`config.mk`:
```
export PLATFORM = sky130hd
export DESIGN_NAME = ctrl_fsm_flat
export DESIGN_NICKNAME = d
export VERILOG_FILES = /design/src/rtl/ctrl_fsm_if.sv /design/src/rtl/ctrl_fsm.sv /design/src/flat_wrapper.sv
export SDC_FILE = /design/constraint.sdc
export NUM_CORES = 1
export LEC_CHECK = 0
export BUFFER_PORTS_ARGS = -buffer_cell sky130_fd_sc_hd__buf_2
export CAP_MARGIN = 20
export CORE_MARGIN = 8
export CORE_UTILIZATION = 49
export DETAILED_ROUTE_END_ITERATION = 6
export PLACE_DENSITY = 0.76
export SETUP_SLACK_MARGIN = 0.1
export SLEW_MARGIN = 20
export SYNTH_ARGS = -nofsm -noshare
export SYNTH_HDL_FRONTEND = slang
export SYNTH_SLANG_ARGS = --single-unit
```
`constraint.sdc`:
```
create_clock -name clk_in -period 2.3 [get_ports clk_in]
set_input_delay 0.575 -clock clk_in [delete_from_list [all_inputs] [get_ports clk_in]]
set_output_delay 0.575 -clock clk_in [all_outputs]
set_load 0.01 [all_outputs]
```
`src/rtl/ctrl_fsm_if.sv`:
```
`default_nettype none
// ============================================================================
// Module   : ctrl_fsm_if
// Brief    : Handshake and strobe bundle between ctrl_fsm and the datapath,
//            instruction memory and data memory.
// Revision : 1.0 - initial release
// ============================================================================
interface ctrl_fsm_if #(
  parameter int ARCH = 32
);
  // Inputs to the sequencer
  logic [6:0]      op_code_in;
  logic            branch_taken_in;
  logic            imem_ack_in;
  logic            imem_err_in;
  logic            dmem_ack_in;
  logic            dmem_err_in;
  // Outputs of the sequencer
  logic            imem_req_out;
  logic            ir_we_out;
  logic            dmem_req_out;
  logic            dmem_we_out;
  logic            alu_src_b_out;
  logic            rf_we_out;
  logic [1:0]      wb_sel_out;
  logic            pc_we_out;
  logic [1:0]      pc_sel_out;
  logic            trap_out;
  logic [1:0]      trap_cause_out;
  logic [ARCH-1:0] retired_out;

  // Sequencer side
  modport master (
    input  op_code_in, branch_taken_in, imem_ack_in, imem_err_in,
           dmem_ack_in, dmem_err_in,
    output imem_req_out, ir_we_out, dmem_req_out, dmem_we_out,
           alu_src_b_out, rf_we_out, wb_sel_out, pc_we_out, pc_sel_out,
           trap_out, trap_cause_out, retired_out
  );

  // Datapath / memory side
  modport slave (
    output op_code_in, branch_taken_in, imem_ack_in, imem_err_in,
           dmem_ack_in, dmem_err_in,
    input  imem_req_out, ir_we_out, dmem_req_out, dmem_we_out,
           alu_src_b_out, rf_we_out, wb_sel_out, pc_we_out, pc_sel_out,
           trap_out, trap_cause_out, retired_out
  );
endinterface
`default_nettype wire

```
`src/rtl/ctrl_fsm.sv`:
```
`default_nettype none
// ============================================================================
// Module   : ctrl_fsm
// Brief    : Multi-cycle control sequencer for the FRiscV core. Steps each
//            instruction through FETCH/DECODE/EXECUTE/MEM/WB, drives the
//            datapath strobes and memory handshakes, traps on illegal opcodes,
//            bus errors and memory timeouts, and counts retired instructions.
// Revision : 1.0 - initial release
// ============================================================================
module ctrl_fsm #(
  parameter int ARCH        = 32,
  parameter int MEM_TIMEOUT = 255   // legal range 2..1023
) (
  input  wire         clk_in,
  input  wire         rst_in,
  ctrl_fsm_if.master  bus
);

  // RV32I major opcodes recognised by the sequencer
  localparam logic [6:0] c_op_reg    = 7'b0110011;
  localparam logic [6:0] c_op_imm    = 7'b0010011;
  localparam logic [6:0] c_op_load   = 7'b0000011;
  localparam logic [6:0] c_op_jalr   = 7'b1100111;
  localparam logic [6:0] c_op_store  = 7'b0100011;
  localparam logic [6:0] c_op_branch = 7'b1100011;
  localparam logic [6:0] c_op_lui    = 7'b0110111;
  localparam logic [6:0] c_op_jal    = 7'b1101111;

  localparam logic [9:0] c_timeout   = 10'(MEM_TIMEOUT);

  localparam logic [1:0] c_cause_illegal = 2'b00;
  localparam logic [1:0] c_cause_imem    = 2'b01;
  localparam logic [1:0] c_cause_dmem    = 2'b10;
  localparam logic [1:0] c_cause_timeout = 2'b11;

  typedef enum logic [2:0] {
    S_IDLE    = 3'd0,
    S_FETCH   = 3'd1,
    S_DECODE  = 3'd2,
    S_EXECUTE = 3'd3,
    S_MEM     = 3'd4,
    S_WB      = 3'd5,
    S_TRAP    = 3'd6
  } state_t;

  state_t          r_state;
  state_t          w_next;
  logic [6:0]      r_opcode;
  logic            r_branch;
  logic [1:0]      r_cause;
  logic [9:0]      r_wait;
  logic [ARCH-1:0] r_retired;

  logic            w_set_cause;
  logic [1:0]      w_cause;
  logic            w_timeout;

  logic            w_imem_req;
  logic            w_ir_we;
  logic            w_dmem_req;
  logic            w_dmem_we;
  logic            w_alu_src_b;
  logic            w_rf_we;
  logic [1:0]      w_wb_sel;
  logic            w_pc_we;
  logic [1:0]      w_pc_sel;

  function automatic logic f_is_legal(input logic [6:0] op);
    case (op)
      c_op_reg, c_op_imm, c_op_load, c_op_jalr,
      c_op_store, c_op_branch, c_op_lui, c_op_jal: f_is_legal = 1'b1;
      default:                                     f_is_legal = 1'b0;
    endcase
  endfunction

  assign w_timeout = (r_wait == c_timeout);

  // Next-state, trap cause selection and state-decoded outputs
  always_comb begin
    w_next      = r_state;
    w_set_cause = 1'b0;
    w_cause     = r_cause;
    w_imem_req  = 1'b0;
    w_ir_we     = 1'b0;
    w_dmem_req  = 1'b0;
    w_dmem_we   = 1'b0;
    w_alu_src_b = 1'b0;
    w_rf_we     = 1'b0;
    w_wb_sel    = 2'b00;
    w_pc_we     = 1'b0;
    w_pc_sel    = 2'b00;
    case (r_state)
      S_IDLE: begin
        w_next = S_FETCH;
      end
      S_FETCH: begin
        w_imem_req = 1'b1;
        w_ir_we    = bus.imem_ack_in & ~bus.imem_err_in;
        // Error beats ack; either beats the timeout
        if (bus.imem_err_in) begin
          w_next      = S_TRAP;
          w_set_cause = 1'b1;
          w_cause     = c_cause_imem;
        end else if (bus.imem_ack_in) begin
          w_next = S_DECODE;
        end else if (w_timeout) begin
          w_next      = S_TRAP;
          w_set_cause = 1'b1;
          w_cause     = c_cause_timeout;
        end
      end
      S_DECODE: begin
        if (f_is_legal(bus.op_code_in)) begin
          w_next = S_EXECUTE;
        end else begin
          w_next      = S_TRAP;
          w_set_cause = 1'b1;
          w_cause     = c_cause_illegal;
        end
      end
      S_EXECUTE: begin
        w_alu_src_b = ~((r_opcode == c_op_reg) || (r_opcode == c_op_branch));
        if ((r_opcode == c_op_load) || (r_opcode == c_op_store)) begin
          w_next = S_MEM;
        end else begin
          w_next = S_WB;
        end
      end
      S_MEM: begin
        w_dmem_req  = 1'b1;
        w_dmem_we   = (r_opcode == c_op_store);
        w_alu_src_b = 1'b1;   // address = rs1 + imm for both load and store
        if (bus.dmem_err_in) begin
          w_next      = S_TRAP;
          w_set_cause = 1'b1;
          w_cause     = c_cause_dmem;
        end else if (bus.dmem_ack_in) begin
          w_next = S_WB;
        end else if (w_timeout) begin
          w_next      = S_TRAP;
          w_set_cause = 1'b1;
          w_cause     = c_cause_timeout;
        end
      end
      S_WB: begin
        w_pc_we = 1'b1;
        w_rf_we = ~((r_opcode == c_op_store) || (r_opcode == c_op_branch));
        case (r_opcode)
          c_op_load:          w_wb_sel = 2'b01;
          c_op_jal, c_op_jalr: w_wb_sel = 2'b10;
          c_op_lui:           w_wb_sel = 2'b11;
          default:            w_wb_sel = 2'b00;
        endcase
        case (r_opcode)
          c_op_jal:    w_pc_sel = 2'b01;
          c_op_branch: w_pc_sel = r_branch ? 2'b01 : 2'b00;
          c_op_jalr:   w_pc_sel = 2'b10;
          default:     w_pc_sel = 2'b00;
        endcase
        w_next = S_FETCH;
      end
      S_TRAP: begin
        w_next = S_TRAP;   // only reset leaves TRAP
      end
      default: begin
        w_next = S_IDLE;
      end
    endcase
  end

  // State register and wait counter (cleared on every state change)
  always_ff @(posedge clk_in or posedge rst_in) begin
    if (rst_in) begin
      r_state <= S_IDLE;
      r_wait  <= '0;
    end else begin
      r_state <= w_next;
      if (w_next != r_state) begin
        r_wait <= '0;
      end else if ((r_state == S_FETCH) || (r_state == S_MEM)) begin
        r_wait <= r_wait + 10'd1;
      end
    end
  end

  // Latched opcode, branch outcome and sticky trap cause
  always_ff @(posedge clk_in or posedge rst_in) begin
    if (rst_in) begin
      r_opcode <= '0;
      r_branch <= 1'b0;
      r_cause  <= '0;
    end else begin
      if (r_state == S_DECODE) begin
        r_opcode <= bus.op_code_in;
      end
      if (r_state == S_EXECUTE) begin
        r_branch <= bus.branch_taken_in;
      end
      if (w_set_cause) begin
        r_cause <= w_cause;
      end
    end
  end

  // Retired-instruction counter, bumped on the edge leaving WB
  always_ff @(posedge clk_in or posedge rst_in) begin
    if (rst_in) begin
      r_retired <= '0;
    end else if (r_state == S_WB) begin
      r_retired <= r_retired + 1'b1;
    end
  end

  assign bus.imem_req_out   = w_imem_req;
  assign bus.ir_we_out      = w_ir_we;
  assign bus.dmem_req_out   = w_dmem_req;
  assign bus.dmem_we_out    = w_dmem_we;
  assign bus.alu_src_b_out  = w_alu_src_b;
  assign bus.rf_we_out      = w_rf_we;
  assign bus.wb_sel_out     = w_wb_sel;
  assign bus.pc_we_out      = w_pc_we;
  assign bus.pc_sel_out     = w_pc_sel;
  assign bus.trap_out       = (r_state == S_TRAP);
  assign bus.trap_cause_out = r_cause;
  assign bus.retired_out    = r_retired;

endmodule
`default_nettype wire

```
`src/flat_wrapper.sv`:
```
// flat-port wrapper written by rule: the top's interface ports become plain ports
module ctrl_fsm_flat 
#(
  parameter int ARCH        = 32,
  parameter int MEM_TIMEOUT = 255                         
)
  (clk_in, rst_in, bus_op_code_in, bus_branch_taken_in, bus_imem_ack_in, bus_imem_err_in, bus_dmem_ack_in, bus_dmem_err_in, bus_imem_req_out, bus_ir_we_out, bus_dmem_req_out, bus_dmem_we_out, bus_alu_src_b_out, bus_rf_we_out, bus_wb_sel_out, bus_pc_we_out, bus_pc_sel_out, bus_trap_out, bus_trap_cause_out, bus_retired_out);
  ctrl_fsm_if #(.ARCH(ARCH)) bus_i ();
  input  wire clk_in;
  input  wire rst_in;
  input wire logic [$bits(bus_i.op_code_in)-1:0] bus_op_code_in;
  input wire logic [$bits(bus_i.branch_taken_in)-1:0] bus_branch_taken_in;
  input wire logic [$bits(bus_i.imem_ack_in)-1:0] bus_imem_ack_in;
  input wire logic [$bits(bus_i.imem_err_in)-1:0] bus_imem_err_in;
  input wire logic [$bits(bus_i.dmem_ack_in)-1:0] bus_dmem_ack_in;
  input wire logic [$bits(bus_i.dmem_err_in)-1:0] bus_dmem_err_in;
  output wire logic [$bits(bus_i.imem_req_out)-1:0] bus_imem_req_out;
  output wire logic [$bits(bus_i.ir_we_out)-1:0] bus_ir_we_out;
  output wire logic [$bits(bus_i.dmem_req_out)-1:0] bus_dmem_req_out;
  output wire logic [$bits(bus_i.dmem_we_out)-1:0] bus_dmem_we_out;
  output wire logic [$bits(bus_i.alu_src_b_out)-1:0] bus_alu_src_b_out;
  output wire logic [$bits(bus_i.rf_we_out)-1:0] bus_rf_we_out;
  output wire logic [$bits(bus_i.wb_sel_out)-1:0] bus_wb_sel_out;
  output wire logic [$bits(bus_i.pc_we_out)-1:0] bus_pc_we_out;
  output wire logic [$bits(bus_i.pc_sel_out)-1:0] bus_pc_sel_out;
  output wire logic [$bits(bus_i.trap_out)-1:0] bus_trap_out;
  output wire logic [$bits(bus_i.trap_cause_out)-1:0] bus_trap_cause_out;
  output wire logic [$bits(bus_i.retired_out)-1:0] bus_retired_out;
  assign bus_i.op_code_in = bus_op_code_in;
  assign bus_i.branch_taken_in = bus_branch_taken_in;
  assign bus_i.imem_ack_in = bus_imem_ack_in;
  assign bus_i.imem_err_in = bus_imem_err_in;
  assign bus_i.dmem_ack_in = bus_dmem_ack_in;
  assign bus_i.dmem_err_in = bus_dmem_err_in;
  assign bus_imem_req_out = bus_i.imem_req_out;
  assign bus_ir_we_out = bus_i.ir_we_out;
  assign bus_dmem_req_out = bus_i.dmem_req_out;
  assign bus_dmem_we_out = bus_i.dmem_we_out;
  assign bus_alu_src_b_out = bus_i.alu_src_b_out;
  assign bus_rf_we_out = bus_i.rf_we_out;
  assign bus_wb_sel_out = bus_i.wb_sel_out;
  assign bus_pc_we_out = bus_i.pc_we_out;
  assign bus_pc_sel_out = bus_i.pc_sel_out;
  assign bus_trap_out = bus_i.trap_out;
  assign bus_trap_cause_out = bus_i.trap_cause_out;
  assign bus_retired_out = bus_i.retired_out;
  ctrl_fsm #(.ARCH(ARCH), .MEM_TIMEOUT(MEM_TIMEOUT)) u_core (.clk_in(clk_in), .rst_in(rst_in), .bus(bus_i));
endmodule
```
==> impl_metrics.tcl, run 1 <==
set metrics [dict create \
    yosysWarnings 0 \
    synthesis.instances 297 \
    skew_ns 0.00642 \
    htree_levels 2 \
    seqCellArea_sq_um 1380 \
    worstSetupStartpointType "register" \
    dp.final_hpwl_mm 4.78 \
    r2r_end "u_core.r_wait[3]$_DFFE_PP0P_" \
    synth_nets 313 \
    place_ws_ns 0.0641 \
    r2r_slack_ns 0.21 \
    layout-drive-gt1-share_pct 30.3 \
    setup_tns_ns 0 \
    num_vias 2437 \
    cts_made_buffers 5 \
    p_leak_uw 0.00169 \
    synthTopCellsByArea "dfrtp_1 (49%), xnor2_1 (9.0%), nand2_1 (7.3%)" \
    die_x_microns 92.1 \
    wire_per_inst_microns 14.6 \
    endpoint_kind "primary output" \
    drt-initial-drc-count 134 \
    final_net_count 391 \
    cts_buffer_depth 2 \
    setup_viol 0 \
    crit_required_ns 1.73 \
    firstDrtPassIters 4 \
    yosys_most_used_dff "dfrtp_1" \
    yosys-top-cells-count "dfrtp_1 (55), nand2_1 (55), xnor2_1 (29)" \
    grt_pass1_vias 2460 \
    critPathSlowestCell "or4b_4" \
    critical_path_class "register to primary output" \
    port_buffers 59 \
    max_stage_delay_ns 0.57 \
    synth_top_area_cell "dfrtp_1" \
    multi_input_area_sq_um 1460 \
    routed_via_density 5.44 \
    worstMarginPinSlew_ns 0.476 \
    r2r-start "u_core.r_wait[1]$_DFFE_PP0P_" \
    ys_async_sr_fraction_pct 100 \
    coreArea_sq_um 5540 \
    antennaDiodeCount 0 \
    grt_start_max_net_pins 56 \
    min_path_type "input pin to async pin" \
    crit_chain "or4b_4, nor4b_2, buf_2" \
    ant_nets 0 \
    yosysSeqAreaShare_pct 48.5 \
    syn_area_per_cell_sq_um 9.55 \
    synth_top_area_share_pct 48.5 \
    place.gp.congestion 0.906 \
    period_share_pct 96.7 \
    syn-cell-area_sq_um 2840 \
    area_delta_synth_final_pct 24.2 \
    whs_ns 0.310 \
    num_rows 27 \
    ys_types 46 \
    finalWorstSetupSlack_ns 0.0758 \
    hold_violations 0 \
    cts_hold_buf 0 \
    rsz0062_at_grt "yes" \
    ios 60 \
    relSlewSlack_pct 67.4 \
    critPathArrivalTime_ns 1.65 \
    cap_violations 0 \
    grt_usage_pct 15.8 \
    antenna_found_initial 0 \
    cts_tree "built" \
    finalPower_uw 3220 \
    cts_sinks 55 \
    irDropWorstVdd_mv 0.625 \
    synth-seq-cells 55 \
    routed_wl_mm 6.56 \
    outcome "finished clean" \
    grt_pass1_wl_mm 11.3 \
    power.density_nw_per_um2 915 \
    die_y_microns 92.1 \
    path_clk_slew_ns 0.09 \
    insertion_delay_ns 0.30 \
    n_fill_cell 455 \
    path_max_fanout 3 \
    fmax_mhz 450 \
    start_util_pct 51.2 \
    fin_crit_ns 2.22 \
    dieArea_sq_um 8480 \
    reg2regPathDepth 7 \
    slew_violations 0 \
    cts_root_buf "clkbuf_8" \
    grt-ovfl-total 0 \
    synth_edf_count 0 \
    drc_errors 0 \
]
report_power, final:
group          internal, uW  total, uW  switching [uW]
combinational           674       1420             742
sequential             1120       1290             167
clock                   213        516             303
total                  2010       3220            1210
cell type report:
cell class,count,area share [%]
multi-input cells,228,41.3
flip-flops and latches,55,39.1
inverters,5,0.533
well taps,72,2.56
repair buffers,80,14.0
clock buffers,6,2.06
clock inverters,2,0.355
flip-flops by register name (all words and copies together) (netlist names):
name                       flops
u_core.r_wait                 10
u_core.r_state                 3
u_core.bus.retired_out        32
u_core.bus.trap_cause_out      2
u_core.r_branch                1
u_core.r_opcode                7
per-stage QoR:
step           instances  cell area (sq um)  utilization [%]
2_1_floorplan        297               2840                -
3_3_place_gp         435               3320             60.0
3_5_place_dp         435               3320             60.0
4_1_cts              445               3450             62.2
5_1_grt              448               3520             63.6
6_report             448               3520             63.6
worst max-delay path by stage:
stage                                   startpoint                           end  slack [ns]
CTS                 u_core.r_opcode[1]$_DFFE_PP0P_               bus_dmem_we_out        0.06
global route        u_core.r_opcode[2]$_DFFE_PP0P_               bus_dmem_we_out      -0.005
finish              u_core.r_opcode[2]$_DFFE_PP0P_               bus_dmem_we_out        0.08
detailed placement    u_core.r_wait[0]$_DFFE_PP0P_  u_core.r_wait[5]$_DFFE_PP0P_        0.06
global placement      u_core.r_wait[0]$_DFFE_PP0P_  u_core.r_wait[4]$_DFFE_PP0P_        0.12
floorplan           u_core.r_opcode[2]$_DFFE_PP0P_               bus_dmem_we_out        0.12
placed cells by master (no fill, tap or decap), types with 3 or more instances in the layout:
cell type and count:
nor2_1 23, clkbuf_8 5, or3_1 4, nand2_1 54
nand2b_1 4, nand4_1 6, and3_1 4, inv_1 4
o311ai_0 3, nand3b_1 3, xor2_1 11, and4_1 3
dfrtp_1 53, nor3b_1 3, nand3_1 16, xnor2_1 29
o21ai_0 6, buf_2 59, buf_4 17, a21oi_1 7
nor3_1 7, or2_2 4
worst max-delay path, delay by kind of cell (launching register included):
| kind | cells | cell delay (ns) |
|---|---|---|
| DFF | 1 | 0.40 |
| and+or+nand+nor | 2 | 0.78 |
| buffers and inverters | 1 | 0.17 |
routing by layer:
metal | GRT usage (%) | share of wire (%) | vias to the layer above
met5 | 0 | 0 | -
met4 | 6.44 | 1.8 | 0
met3 | 3.83 | 5.2 | 14
met2 | 25.3 | 48 | 62
met1 | 19.9 | 45 | 1174
li1 | - | - | 1187
kinds of logic after synthesis:
| family | share of synthesized area, % |
|---|---|
| AND/OR/NAND/NOR | 25.9 |
| flip-flops | 48.5 |
| XOR/XNOR | 12.4 |
| AO/OA/AOI/OAI | 9.62 |
| buffers and inverters | 1.90 |
| multiplexers | 0.794 |
| adder cells (fa/ha/maj) | 0.882 |
what timing repair did:
item | 4_1_cts | 5_1_grt
cloned | 0 | 1
setup endpoints to repair | 16 | 20
hold endpoints to repair | 0 | 0
pin swaps | 2 | 4
buffers inserted | 2 | 2
gates resized for setup | 7 | 10
(Power assumes the default switching activity.)
==> run 2: changes to the inputs <==
--- a/config.mk
+++ b/config.mk
@@ -11,7 +11,8 @@
 export CORE_UTILIZATION = 49
 export DETAILED_ROUTE_END_ITERATION = 6
 export PLACE_DENSITY = 0.76
-export SETUP_SLACK_MARGIN = 0.1
+export REMOVE_ABC_BUFFERS = 1
+export SETUP_SLACK_MARGIN = 0.5
 export SLEW_MARGIN = 20
 export SYNTH_ARGS = -nofsm -noshare
 export SYNTH_HDL_FRONTEND = slang
==> impl_metrics.tcl, run 2 (synthesis results as in run 1) <==
set metrics [dict create \
    outcome "finished, violations left" \
    violations "negative setup slack" \
    hold_violations 0 \
    ios 60 \
    period_share_pct 101 \
    insertion_delay_ns 0.32 \
    antenna_found_initial 0 \
    critPathArrivalTime_ns 1.75 \
    grt_usage_pct 17.2 \
    ant_nets 0 \
    final_cell_area_sq_um 4030 \
    layout_commonest_cell "buf_2" \
    antennaDiodeCount 0 \
    coreArea_sq_um 5540 \
    switchingPower_uw 1500 \
    pwr-share-seq_pct 33.7 \
    grt-ovfl-total 0 \
    power.density_nw_per_um2 942 \
    placed_cell_area_sq_um 3320 \
    slew_violations 0 \
    grt_pass1_wl_mm 12.2 \
    path_clk_slew_ns 0.11 \
    cts_root_buf "clkbuf_8" \
    critical_path_class "register to primary output" \
    cts_hold_buf 0 \
    start_util_pct 51.2 \
    place_inst 435 \
    dieArea_sq_um 8480 \
    num_rows 27 \
    htree_levels 2 \
    fin_crit_ns 2.32 \
    path_max_fanout 3 \
    relSlewSlack_pct 66.1 \
    skew_ns 0.0110 \
    drt-initial-drc-count 149 \
    worstSetupStartpointType "register" \
    cts_buffer_depth 2 \
    cap_violations 0 \
    fmax_mhz 431 \
    final_cell_mix "buf_2 (57), dfrtp_1 (55), nand2_1 (51)" \
    switching_share_pct 39.6 \
    worstMarginPinSlew_ns 0.507 \
    firstDrtPassIters 5 \
    cts_made_buffers 5 \
    crit_required_ns 1.73 \
    p_leak_uw 0.00195 \
    die_y_microns 92.1 \
    endpoint_kind "primary output" \
    cts_sinks 55 \
    p_clk_share_pct 14.6 \
    cts_tree "built" \
    comb_power_share_pct 51.7 \
    final_net_count 420 \
    largest_reg_flops 32 \
    port_buffers 59 \
    die_x_microns 92.1 \
    min_path_type "input pin to async pin" \
    irDropWorstVdd_mv 0.649 \
    grt_start_max_net_pins 56 \
    finalWorstSetupSlack_ns -0.0221 \
    place.gp.congestion 0.851 \
    rsz0062_at_grt "yes" \
    p_int_uw 2290 \
    wire_per_inst_microns 16.9 \
    area_delta_synth_final_pct 42.0 \
    drc_errors 0 \
    place_ws_ns -0.0480 \
    routed_via_density 5.52 \
    grt_pass1_vias 2551 \
    num_vias 2633 \
    finalPower_uw 3790 \
    layout-drive-gt1-share_pct 44.0 \
    routed_wl_mm 8.06 \
    dp.final_hpwl_mm 4.91 \
    stdcell_count 477 \
    setup_viol 1 \
]
run 2: cell count changes in the layout (fill, tap and decap cells not counted), moves of 3 or more:
cell,delta
xnor2_1,-3
nor3_4,+3
nor2_4,+4
nand3_1,-7
nand3_2,+6
nand2_2,+3
nor2_1,-12
buf_6,+17
xnor2_2,+3
nand2_1,-3
buf_4,+15
nor2_2,+8
run 2: routing by layer:
metal	wire (microns)	part of all wire, %	global-route usage (%)	vias to the layer above
met5	0	0	0	-
met4	159	2.0	6.31	0
met2	4080	51	27.5	83
li1	-	-	-	1244
met3	460	5.7	4.56	17
met1	3360	42	21.7	1289
run 2: timing repair:
item | 4_1_cts | 5_1_grt
setup endpoints to repair | 44 | 47
gates resized for setup | 41 | 45
pin swaps | 27 | 28
setup buffers | 15 | 17
gates cloned | 2 | 0
run 2: area by class of cell:
| class | count | area (sq um) |
|---|---|---|
| clock inverter | 3 | 23.8 |
| clock buffer | 5 | 68.8 |
| fill | 374 | 1510 |
| timing repair buffer | 109 | 763 |
| sequential | 55 | 1380 |
| inverter | 5 | 23.8 |
| tap | 72 | 90.1 |
| multi-input combinational | 228 | 1680 |
run 2: through the flow:
step	hold WS [ns]	util, %	TNS, ns
6_report	0.300	72.7	-0.0221
2_1_floorplan	0.446	-	0
4_1_cts	0.303	66.7	0
5_1_grt	0.317	72.7	-0.195
3_5_place_dp	0.464	59.9	-0.0497
3_3_place_gp	0.455	59.9	0
run 2: critical path, cell delays in order, from the launching register on:
cell	delay [ns]
dfrtp_1	0.43
nand3b_1	0.26
nor2_2	0.23
nand3_2	0.12
nor3_1	0.22
buf_2	0.18
run 2: power groups by stage:
stage	registers [uW]	clock network (uW)	logic, uW
6_report	1280	554	1960
5_1_grt	1300	591	2090
4_1_cts	1270	563	1610
3_5_place_dp	1290	0	1270
3_3_place_gp	1280	0	1240
2_1_floorplan	1350	0	716
run 2: path summary, 6_finish.rpt:
| check | depth (start not counted) | from | to | slack, ns |
|---|---|---|---|---|
| max in group asynchronous | 3 | rst_in | u_core.bus.retired_out[29]$_DFFE_PP0P_ | 1.76 |
| hold reg to reg | 1 | u_core.bus.retired_out[17]$_DFFE_PP0P_ | u_core.bus.retired_out[17]$_DFFE_PP0P_ | 0.49 |
| min in group clk_in | 3 | bus_op_code_in[0] | u_core.r_opcode[0]$_DFFE_PP0P_ | 0.47 |
| setup reg to reg | 6 | u_core.r_wait[5]$_DFFE_PP0P_ | u_core.r_wait[8]$_DFFE_PP0P_ | 0.12 |
| hold / removal | 3 | rst_in | u_core.bus.retired_out[12]$_DFFE_PP0P_ | 0.30 |
| setup / recovery | 5 | u_core.r_state[1]$_DFF_PP0_ | bus_pc_sel_out[1] | -0.02 |
==> run 3: changes to the inputs <==
--- a/config.mk
+++ b/config.mk
@@ -8,9 +8,10 @@
 export BUFFER_PORTS_ARGS = -buffer_cell sky130_fd_sc_hd__buf_2
 export CAP_MARGIN = 20
 export CORE_MARGIN = 8
-export CORE_UTILIZATION = 49
+export CORE_UTILIZATION = 54
+export CTS_CLUSTER_SIZE = 16
 export DETAILED_ROUTE_END_ITERATION = 6
-export PLACE_DENSITY = 0.76
+export PLACE_DENSITY = 0.79
 export REMOVE_ABC_BUFFERS = 1
 export SETUP_SLACK_MARGIN = 0.5
 export SLEW_MARGIN = 20
==> constraint.sdc (replaced) <==
create_clock -name clk_in -period 2.2 [get_ports clk_in]
set_input_delay 0.55 -clock clk_in [delete_from_list [all_inputs] [get_ports clk_in]]
set_output_delay 0.55 -clock clk_in [all_outputs]
set_load 0.01 [all_outputs]
==> impl_metrics.tcl, run 3 (synthesis results as in run 1) <==
set metrics [dict create \
    critical_path_class "register to primary output" \
    routed_via_density 6.20 \
    cts_buffer_depth 2 \
    layout-drive-gt1-share_pct 53.3 \
    worstMarginPinSlew_ns 0.550 \
    grt_usage_pct 19.7 \
    fin_crit_ns 2.35 \
    htree_levels 2 \
    port_buffers 59 \
    rsz0062_at_grt "yes" \
    period_share_pct 107 \
    drc_errors 0 \
    grt-ovfl-total 0 \
    crit_buf_inv 2 \
    ios 60 \
    max_stage_delay_ns 0.45 \
    p_leak_uw 0.00221 \
    slew_violations 0 \
    comb_power_share_pct 53.3 \
    coreArea_sq_um 5070 \
    cts_root_buf "clkbuf_8" \
    fin_util_pct 87.7 \
    insertion_delay_ns 0.31 \
    num_vias 3025 \
    grt_pass1_wl_mm 12.3 \
    crit_chain "nand3b_1, nor2_2, buf_4, nand2_2, a21oi_2, buf_2" \
    place.gp.congestion 0.870 \
    switching_share_pct 39.5 \
    area_delta_synth_final_pct 56.9 \
    layout_commonest_cell "buf_2" \
    placed_cell_area_sq_um 3360 \
    drt-initial-drc-count 223 \
    final_cell_mix "buf_2 (55), dfrtp_1 (52), nand2_1 (45)" \
    cap_violations 0 \
    skew_ns 0.00524 \
    outcome "finished, violations left" \
    grt_start_max_net_pins 36 \
    endpoint_kind "primary output" \
    fmax_mhz 425 \
    largest_reg_flops 32 \
    hold_violations 0 \
    final_net_count 433 \
    crit_required_ns 1.65 \
    die_y_microns 88.5 \
    ant_nets 0 \
    finalWorstSetupSlack_ns -0.151 \
    antenna_found_initial 0 \
    cts_hold_buf 0 \
    path_max_fanout 3 \
    pwr-share-seq_pct 31.0 \
    setup_viol 5 \
    cts_sinks 55 \
    min_path_type "input pin to async pin" \
    dieArea_sq_um 7830 \
    firstDrtPassIters 5 \
    violations "negative setup slack" \
    switchingPower_uw 1750 \
    cts_made_buffers 5 \
    irDropWorstVdd_mv 0.865 \
    critPathSlowestCell "dfrtp_2" \
    start_util_pct 55.9 \
    critPathArrivalTime_ns 1.80 \
    antennaDiodeCount 0 \
    die_x_microns 88.5 \
    routed_wl_mm 10.5 \
    power.density_nw_per_um2 998 \
    grt_pass1_vias 2622 \
    p_int_uw 2690 \
    wire_per_inst_microns 21.6 \
    worstSetupStartpointType "register" \
    num_rows 26 \
    path_delay_family "simple AND/OR/NAND/NOR gates" \
    final_cell_area_sq_um 4450 \
    whs_ns 0.246 \
    relSlewSlack_pct 63.3 \
    dp.final_hpwl_mm 4.76 \
    path_clk_slew_ns 0.10 \
    cts_tree "built" \
    p_clk_share_pct 15.7 \
]
==> run 3: metrics by stage <==
| step | setup slack (ns) | power [uW] | TNS, ns | instances |
|---|---|---|---|---|
| 4_1_cts | 0.0175 | 3800 | 0 | 474 |
| 2_1_floorplan | -0.0999 | 2160 | -0.910 | 288 |
| 6_report | -0.151 | 4440 | -0.341 | 488 |
| 5_1_grt | -0.220 | 4610 | -0.630 | 488 |
| 3_3_place_gp | 0.0737 | 2670 | 0 | 439 |
| 3_5_place_dp | 0.0273 | 2700 | 0 | 439 |
==> run 3: cell type report <==
cell class / count / area [sq um]
fillers: 200 / 623
clock buffers: 6 / 82.6
repair buffers: 122 / 922
well taps: 70 / 87.6
multi-input cells: 228 / 1920
clock inverters: 2 / 35.0
flip-flops and latches: 55 / 1380
inverters: 5 / 26.3
==> run 3: final timing paths <==
kind                                                               start                                        to  slack (ns)  cells after the start
worst max-delay path                         u_core.r_state[1]$_DFF_PP0_                         bus_wb_sel_out[0]       -0.15                      6
worst min-delay path                                              rst_in    u_core.bus.retired_out[15]$_DFFE_PP0P_        0.25                      2
worst max register to register              u_core.r_wait[0]$_DFFE_PP0P_              u_core.r_wait[3]$_DFFE_PP0P_        0.10                      7
worst min register to register  u_core.bus.trap_cause_out[0]$_DFFE_PP0P_  u_core.bus.trap_cause_out[0]$_DFFE_PP0P_        0.51                      1
max in group asynchronous                                         rst_in               u_core.r_state[0]$_DFF_PP0_        1.40                      3
min in group clk_in                                    bus_op_code_in[4]            u_core.r_opcode[4]$_DFFE_PP0P_        0.45                      3
==> run 3: metal layers <==
metal  global-route usage [%]  vias to the layer above  part of all wire (%)
li1                         -                     1274                     -
met1                     23.1                     1449                    36
met2                     35.3                      231                    49
met3                     3.62                       71                   8.8
met4                     6.14                        0                   6.7
met5                        0                        -                     0
==> run 3: power by group through the flow <==
stage                     Combinational (uW)  Clock (uW)  Sequential (uW)
after detailed placement                1360           0             1340
final                                   2370         697             1380
after floorplan                          748           0             1410
after global placement                  1340           0             1330
after global routing                    2480         741             1390
after CTS                               1790         688             1330
==> run 3: what timing repair did <==
item | in CTS | in global routing
pin swaps | 42 | 30
cloned | 0 | 1
setup endpoints to repair | 47 | 50
resized for setup | 61 | 82
setup buffers | 27 | 13
